## config.mk

```make
export PLATFORM = sky130hd
export DESIGN_NAME = peripheral_div
export DESIGN_NICKNAME = d
export VERILOG_FILES = /design/src/rtl/peripheral_div.sv
export SDC_FILE = /design/constraint.sdc
export NUM_CORES = 1
export LEC_CHECK = 0
export ABC_AREA = 1
export BUFFER_PORTS_ARGS = -buffer_cell sky130_fd_sc_hd__buf_2
export CORE_MARGIN = 5
export CORE_UTILIZATION = 30
export CTS_CLUSTER_DIAMETER = 80
export CTS_CLUSTER_SIZE = 10
export DETAILED_ROUTE_END_ITERATION = 7
export PLACE_DENSITY = 0.56
export SKIP_LAST_GASP = 1
export SYNTH_ARGS = -nofsm -noshare
export SYNTH_HDL_FRONTEND = slang
export SYNTH_SLANG_ARGS = --single-unit
```

## constraint.sdc

```tcl
create_clock -name clk -period 1.7 [get_ports clk]
set_clock_uncertainty 0.05 [all_clocks]
set_input_delay 0 -clock clk [delete_from_list [all_inputs] [get_ports clk]]
set_output_delay 0 -clock clk [all_outputs]
set_load 0.03 [all_outputs]
```

## src/rtl/peripheral_div.sv

```systemverilog
// Memory-mapped unsigned divider: A/B registers, INIT start, status and results.
// Sequential restoring divider resolving one quotient bit per clock.
module peripheral_div #(
    parameter int WIDTH = 16
) (
    input  logic             clk,
    input  logic             resetn,
    input  logic [WIDTH-1:0] d_in,
    input  logic             cs,
    input  logic [4:0]       addr,
    input  logic             rd,
    input  logic             wr,
    output logic [31:0]      d_out
);
    localparam int CW = $clog2(WIDTH);

    typedef enum logic {IDLE, RUN} state_t;

    state_t           state;
    logic [WIDTH-1:0] a_reg, b_reg, quot, rem;
    logic             done, busy, dz;
    logic [WIDTH-1:0] work_q, work_r, work_d;
    logic [CW-1:0]    cnt;

    logic             wr_en, rd_en, start;
    logic [WIDTH:0]   r_sh;
    logic [WIDTH-1:0] q_sh, r_nxt, q_nxt;
    logic [31:0]      rdata;

    assign wr_en = cs & wr;
    assign rd_en = cs & rd;
    assign start = wr_en && (addr == 5'h0C) && d_in[0];

    // One restoring step: shift the next dividend bit into the partial remainder.
    always_comb begin
        r_sh  = {work_r, work_q[WIDTH-1]};
        q_sh  = {work_q[WIDTH-2:0], 1'b0};
        r_nxt = r_sh[WIDTH-1:0];
        q_nxt = q_sh;
        if (r_sh >= {1'b0, work_d}) begin
            r_nxt = WIDTH'(r_sh - {1'b0, work_d});
            q_nxt = q_sh | WIDTH'(1);
        end
    end

    always_comb begin
        rdata = '0;
        case (addr)
            5'h04:   rdata = 32'(a_reg);
            5'h08:   rdata = 32'(b_reg);
            5'h10:   rdata = 32'(quot);
            5'h14:   rdata = 32'(rem);
            5'h18:   rdata = {29'b0, dz, busy, done};
            default: rdata = '0;
        endcase
    end

    always_ff @(posedge clk or negedge resetn) begin
        if (!resetn) begin
            d_out <= '0;
            a_reg <= '0;
            b_reg <= '0;
        end else begin
            if (rd_en) d_out <= rdata;
            if (wr_en && addr == 5'h04) a_reg <= d_in;
            if (wr_en && addr == 5'h08) b_reg <= d_in;
        end
    end

    always_ff @(posedge clk or negedge resetn) begin
        if (!resetn) begin
            state  <= IDLE;
            quot   <= '0;
            rem    <= '0;
            done   <= 1'b0;
            busy   <= 1'b0;
            dz     <= 1'b0;
            work_q <= '0;
            work_r <= '0;
            work_d <= '0;
            cnt    <= '0;
        end else begin
            case (state)
                IDLE: begin
                    if (start) begin
                        if (b_reg != '0) begin
                            work_q <= a_reg;
                            work_d <= b_reg;
                            work_r <= '0;
                            cnt    <= '0;
                            busy   <= 1'b1;
                            done   <= 1'b0;
                            dz     <= 1'b0;
                            state  <= RUN;
                        end else begin
                            quot <= '1;
                            rem  <= a_reg;
                            dz   <= 1'b1;
                            done <= 1'b1;
                            busy <= 1'b0;
                        end
                    end
                end
                RUN: begin
                    work_q <= q_nxt;
                    work_r <= r_nxt;
                    cnt    <= cnt + 1'b1;
                    if (cnt == CW'(WIDTH-1)) begin
                        quot  <= q_nxt;
                        rem   <= r_nxt;
                        done  <= 1'b1;
                        busy  <= 1'b0;
                        state <= IDLE;
                    end
                end
                default: state <= IDLE;
            endcase
        end
    end
endmodule

```

# --- Word-level counts from Yosys, hierarchy flattened ---
# Cells that the tools add are included.
classes:
  n_mux: 31
  addsub: 2
  n_reduce_logical: 10
  bitwise: 3
  eq_ne: 11
  magnitude_cmp: 1
ops:
  columns: ["op", "n"]
  rows:
  - ["16-bit 2-to-1 mux", 11]
  - ["16-bit one-hot mux with 2 select lines", 4]
  - ["16-bit one-hot mux with 5 select lines", 1]
  - ["17-bit by 16-bit greater-or-equal comparator with 1-bit output", 1]
  - ["16-bit nonzero test", 1]
  - ["16-bit subtractor", 1]
  - ["5-bit equality test, second input constant", 3]
  - ["5-bit by 4-bit equality test with 1-bit output, second input constant", 2]
  - ["1-bit 2-to-1 mux", 9]
  - ["4-bit 2-to-1 mux", 2]
  - ["4-bit one-hot mux with 2 select lines", 1]
  - ["2-bit inequality test, second input constant", 3]
  - ["1-bit one-hot mux with 2 select lines", 3]
  - ["2-bit AND reduction", 3]
  - ["3-bit AND reduction", 2]
  - ["5-bit by 3-bit equality test with 1-bit output, second input constant", 1]
  - ["4-bit by 1-bit adder with 4-bit output, second input constant", 1]
  - ["4-bit equality test, second input constant", 1]
  - ["1-bit logical AND", 4]
  - ["1-bit bitwise AND", 2]
  - ["2-bit by 1-bit inequality test with 1-bit output, second input constant", 1]
  - ["1-bit NOT", 1]
totals:
  output_inout_bits: 32
  ff_bits: 152
  word_cells: 71

# --- Longest topological paths before layout ---
logic_depth:
  word_depth: 5
  depth_mapped: 16
  depth_no_buf: 15

# --- Worst setup path after synthesis ---
# Ideal clock, no wire load.
synth_path:
  kind: "reg2reg"
  startpoint: "register work_q[15]"
  endpoint: "register rem[8]"
  arrival_time_ps: 1784
  slack_ps: -196
  stages_incl_launch_ff: 13
  required_ps: 1587
  n_path_buf: 0
  cell_sequence: "dfrtp_1 > inv_1 > ha_1 > inv_1 > fa_1 > nand3_1 > nand3_1 > a21oi_1 > xnor2_1 > nand3_2 > nand3_1 > nand2_1 > inv_1"
synth_via:
  elab_chain_cells: 4
  word_cells_on_any_way: 5
  cone_classes: "1 x add/sub; 1 x order compare; 3 x mux"
synth_lines:
  columns: ["item", "line", "source"]
  rows:
  - ["start: declaration", "22", "logic [WIDTH-1:0] work_q, work_r, work_d;"]
  - ["start signal: assignment", "87", "work_q <= a_reg;"]
  - ["start signal: assignment", "105", "work_q <= q_nxt;"]
  - ["16-bit subtractor / 17-bit by 16-bit greater-or-equal comparator with 1-bit output (equally long branches)", "41, 40", null]
  - ["16-bit 2-to-1 mux *", "40", "if (r_sh >= {1'b0, work_d}) begin"]
  - ["16-bit 2-to-1 mux *", "108", "if (cnt == CW'(WIDTH-1)) begin"]
  - ["16-bit one-hot mux with 2 select lines *", "83", "case (state)"]
  - ["end signal: assignment", "97", "rem <= a_reg;"]
  - ["end signal: assignment", "110", "rem <= r_nxt;"]
  - ["end: declaration", "20", "logic [WIDTH-1:0] a_reg, b_reg, quot, rem;"]
# Mark *: on every way between the ends. The rest lies on a longest branch, timed or not. The select of a mux whose other input is x is not followed.
# A chain may end at the register's enable or synchronous reset.

# --- Worst setup path in the final report ---
layout_path:
  startpoint: "register work_r[4]"
  endpoint: "register rem[14]"
layout_via:
  elab_chain_cells: 4
  word_cells_on_any_way: 5
  cone_classes: "1 x add/sub; 1 x order compare; 3 x mux"
layout_lines:
  columns: ["item", "line", "source"]
  rows:
  - ["start: declaration", "22", null]
  - ["start signal: assignment", "106", "work_r <= r_nxt;"]
  - ["16-bit subtractor / 17-bit by 16-bit greater-or-equal comparator with 1-bit output (equally long branches)", "41, 40", null]
  - ["16-bit 2-to-1 mux *", "40", null]
  - ["16-bit 2-to-1 mux *", "108", null]
  - ["16-bit one-hot mux with 2 select lines *", "83", null]
# Marked as above.

==> impl_metrics.env <==
export IMPL_outcome="complete, but fails checks"
export IMPL_violations="setup timing"
export IMPL_dpl_cell_count=1399
export IMPL_synth_main_ff_cell="dfrtp_1"
export IMPL_leakage_uw=0.00542
export IMPL_synth_compound_area_share_pct=9.23
export IMPL_antenna_found_initial=0
export IMPL_timing_final_ws_setup_ns=-0.341
export IMPL_insertion_delay_ns=0.43
export IMPL_worstSetupPathType="reg2reg"
export IMPL_synthMuxAreaShare_pct=0
export IMPL_period_needed_ns=2.04
export IMPL_async_flop_share_pct=100
export IMPL_via_count=7053
export IMPL_p_per_area_nw_per_um2=1080
export IMPL_yosysTopAreaCellShare_pct=46.1
export IMPL_post_synth_main_area_contributors="dfrtp_1, nand2_1, inv_1"
export IMPL_setup_viol=85
export IMPL_synth_area_per_cell_um2=7.68
export IMPL_vias_per_cell=4.77
export IMPL_yosys_cell_count_top_type="nand2_1"
export IMPL_final_hold_viol_count=0
export IMPL_synth_edff_count=0
export IMPL_wl_um=24200
export IMPL_dr_pass1_iters=5
export IMPL_critical_path_arrival_ns=2.32
export IMPL_grt_total_usage_pct=17.1
export IMPL_cp_top_family="simple AND/OR/NAND/NOR gates"
export IMPL_areaGrowthSynthToFinish_pct=46.9
export IMPL_clkTransAtPathRegs_ns=0.06
export IMPL_grt_max_degree=67
export IMPL_htreeDepth=4
export IMPL_ys_types=38
export IMPL_peakVddDrop_uv=661
export IMPL_crit_slowest_cell="dfrtp_1"
export IMPL_synth_cells=961
export IMPL_synth_simple_gate_area_share_pct=30.3
export IMPL_multi_input_area_um2=4080
export IMPL_gp_congestion=0.849
export IMPL_total_power_uw=11700
export IMPL_path_cells="ha_4, nand2_1, nor2_2, nand2_1, nor2_2, nor2_4, buf_12, clkbuf_16, nand4_1, nand3_1, nand2_1, inv_1"
export IMPL_cp_common_cell="nand2_1"
export IMPL_clock_root_buffer="clkbuf_16"
export IMPL_synth_xor_area_share_pct=0.830
export IMPL_critPathRequiredTime_ns=1.97
export IMPL_critPathMaxFanout=8
export IMPL_synth_warnings=0
export IMPL_nNetsFinal=1186
export IMPL_cts_buffers=17
export IMPL_post_route_period_util_pct=120
export IMPL_synthAdderAreaFrac_pct=3.15
export IMPL_wire_per_inst_um=16.3
export IMPL_ioPinCount=58
export IMPL_synth_cell_area_um2=7380
export IMPL_io_buffers=41
export IMPL_crit_buf_inv=3
export IMPL_drtIter0Drc=456
export IMPL_coreArea_um2=24200
export IMPL_fmax_ghz=0.490
export IMPL_maxCapViolations=0
export IMPL_synth_top_family_by_area="simple AND/OR/NAND/NOR gates"
export IMPL_start_kind="flop"
export IMPL_cp_slowest_stage_delay_ns=0.42
export IMPL_insertedDiodeCount=0
export IMPL_yosysSeqAreaShare_pct=46.1
export IMPL_dp_hpwl_um=16000
export IMPL_stdcell_count=1479
export IMPL_fill_cells=2371
export IMPL_std_cell_rows=57
export IMPL_drive_gt1_share_pct=33.9
export IMPL_die_h_um=167
export IMPL_clock_sinks=136
export IMPL_clock_path_buffers=2
export IMPL_cts_tree="built"
export IMPL_initial_core_util_pct=30.5
export IMPL_yosys_top_cells_count="nand2_1, dfrtp_1, inv_1, nor2_1, o21ai_0"
export IMPL_drv_slew=0
export IMPL_seq_area_um2=3410
export IMPL_drc_errors=0
export IMPL_ant_nets=0
export IMPL_grt_ovfl_total=0
export IMPL_grt_pass1_vias=7078
export IMPL_ys_ff_latch=136
export IMPL_die_x_um=167
export IMPL_grt_pass1_wl_um=38100
export IMPL_worstSetupEndpointType="flop"
export IMPL_min_path_type="in2reg"
export IMPL_rsz0062_at_grt="yes"
export IMPL_fp_dieArea_um2=27900
export IMPL_max_slew_margin_rel_pct=57.8
export IMPL_worstMarginPinSlew_ns=0.632
export IMPL_synth_area_leader_cell="dfrtp_1"
worst reg2reg max path, cell delays in order, from the launching register on:
cell,delay (ns)
dfrtp_1,0.42
ha_4,0.33
nand2_1,0.11
nor2_2,0.14
nand2_1,0.08
nor2_2,0.13
nor2_4,0.06
buf_12,0.14
clkbuf_16,0.16
nand4_1,0.14
nand3_1,0.09
nand2_1,0.06
inv_1,0.04
report_power, final:
group	switching (µW)	total, µW	internal [µW]
registers	479	4270	3790
logic	1770	3370	1600
clock network	1490	4060	2560
total	3750	11700	7950
area by class of cell:
cell class	instances	area share (%)
clock buffers	20	4.30
clock inverters	12	1.59
inverters	118	4.20
multi-input cells	670	37.6
flip-flops and latches	136	31.4
well taps	324	3.74
repair buffers	199	17.1
what timing repair did:
action	CTS	global route
hold buffers	21	0
gates resized for setup	85	161
pin swaps	20	63
endpoints found under the hold margin	169	0
setup endpoints to repair	84	88
setup buffers	14	7
cloned	5	6
path summary, 6_finish.rpt:
path                           start         end  depth (start not counted)  slack (ns)
max                        work_r[4]     rem[14]                         12       -0.34
min                               rd    d_out[1]                          5        0.03
max reg2reg                work_r[4]     rem[14]                         12       -0.34
min reg2reg                d_out[13]   d_out[13]                          2        0.43
max in group asynchronous     resetn    b_reg[2]                          3        1.12
min in group asynchronous     resetn  work_d[12]                          3        0.07
per-layer routing:
metal | track usage (%) | share of wire, % | vias up
met4 | 5.48 | 2.5 | 0
li1 | - | - | 3417
met5 | 0 | 0 | -
met2 | 27.7 | 47 | 175
met1 | 23.3 | 46 | 3411
met3 | 3.25 | 3.9 | 50
through the flow:
step / setup slack, ns / utilization [%] / hold WS (ns) / setup TNS [ns] / instance area [µm²]
after global routing: -0.428 / 44.7 / 0.0623 / -20.57 / 10800
after CTS: -0.261 / 42.3 / 0.0150 / -12.35 / 10200
after global placement: -0.346 / 36.3 / -0.135 / -11.65 / 8790
after floorplan: -0.146 / - / -0.346 / -2.78 / 7580
after detailed placement: -0.365 / 36.3 / -0.135 / -12.85 / 8790
final: -0.341 / 44.7 / 0.0253 / -13.59 / 10800
layout by cell type, fill, tap and decap left out, types with 18 or more instances in the layout:
cell	count
a21oi_1	23
buf_2	40
buf_4	98
clkbuf_16	21
dfrtp_1	134
dlygate4sd3_1	20
inv_1	103
nand2_1	265
nand2_2	28
nand3_1	50
nand3_2	18
nand4_1	21
nor2_1	44
nor2_4	18
o21ai_0	37
o21ai_2	20
logic make-up after synthesis:
logic type,count (synthesis)
AOI/OAI and AO/OA,122
xor gates and xnor gates,7
and+or+nand+nor,506
adders and majority gates,18
buffers and inverters,171
DFF,136
other,1
No activity file was read; power rests on OpenSTA's default activity.
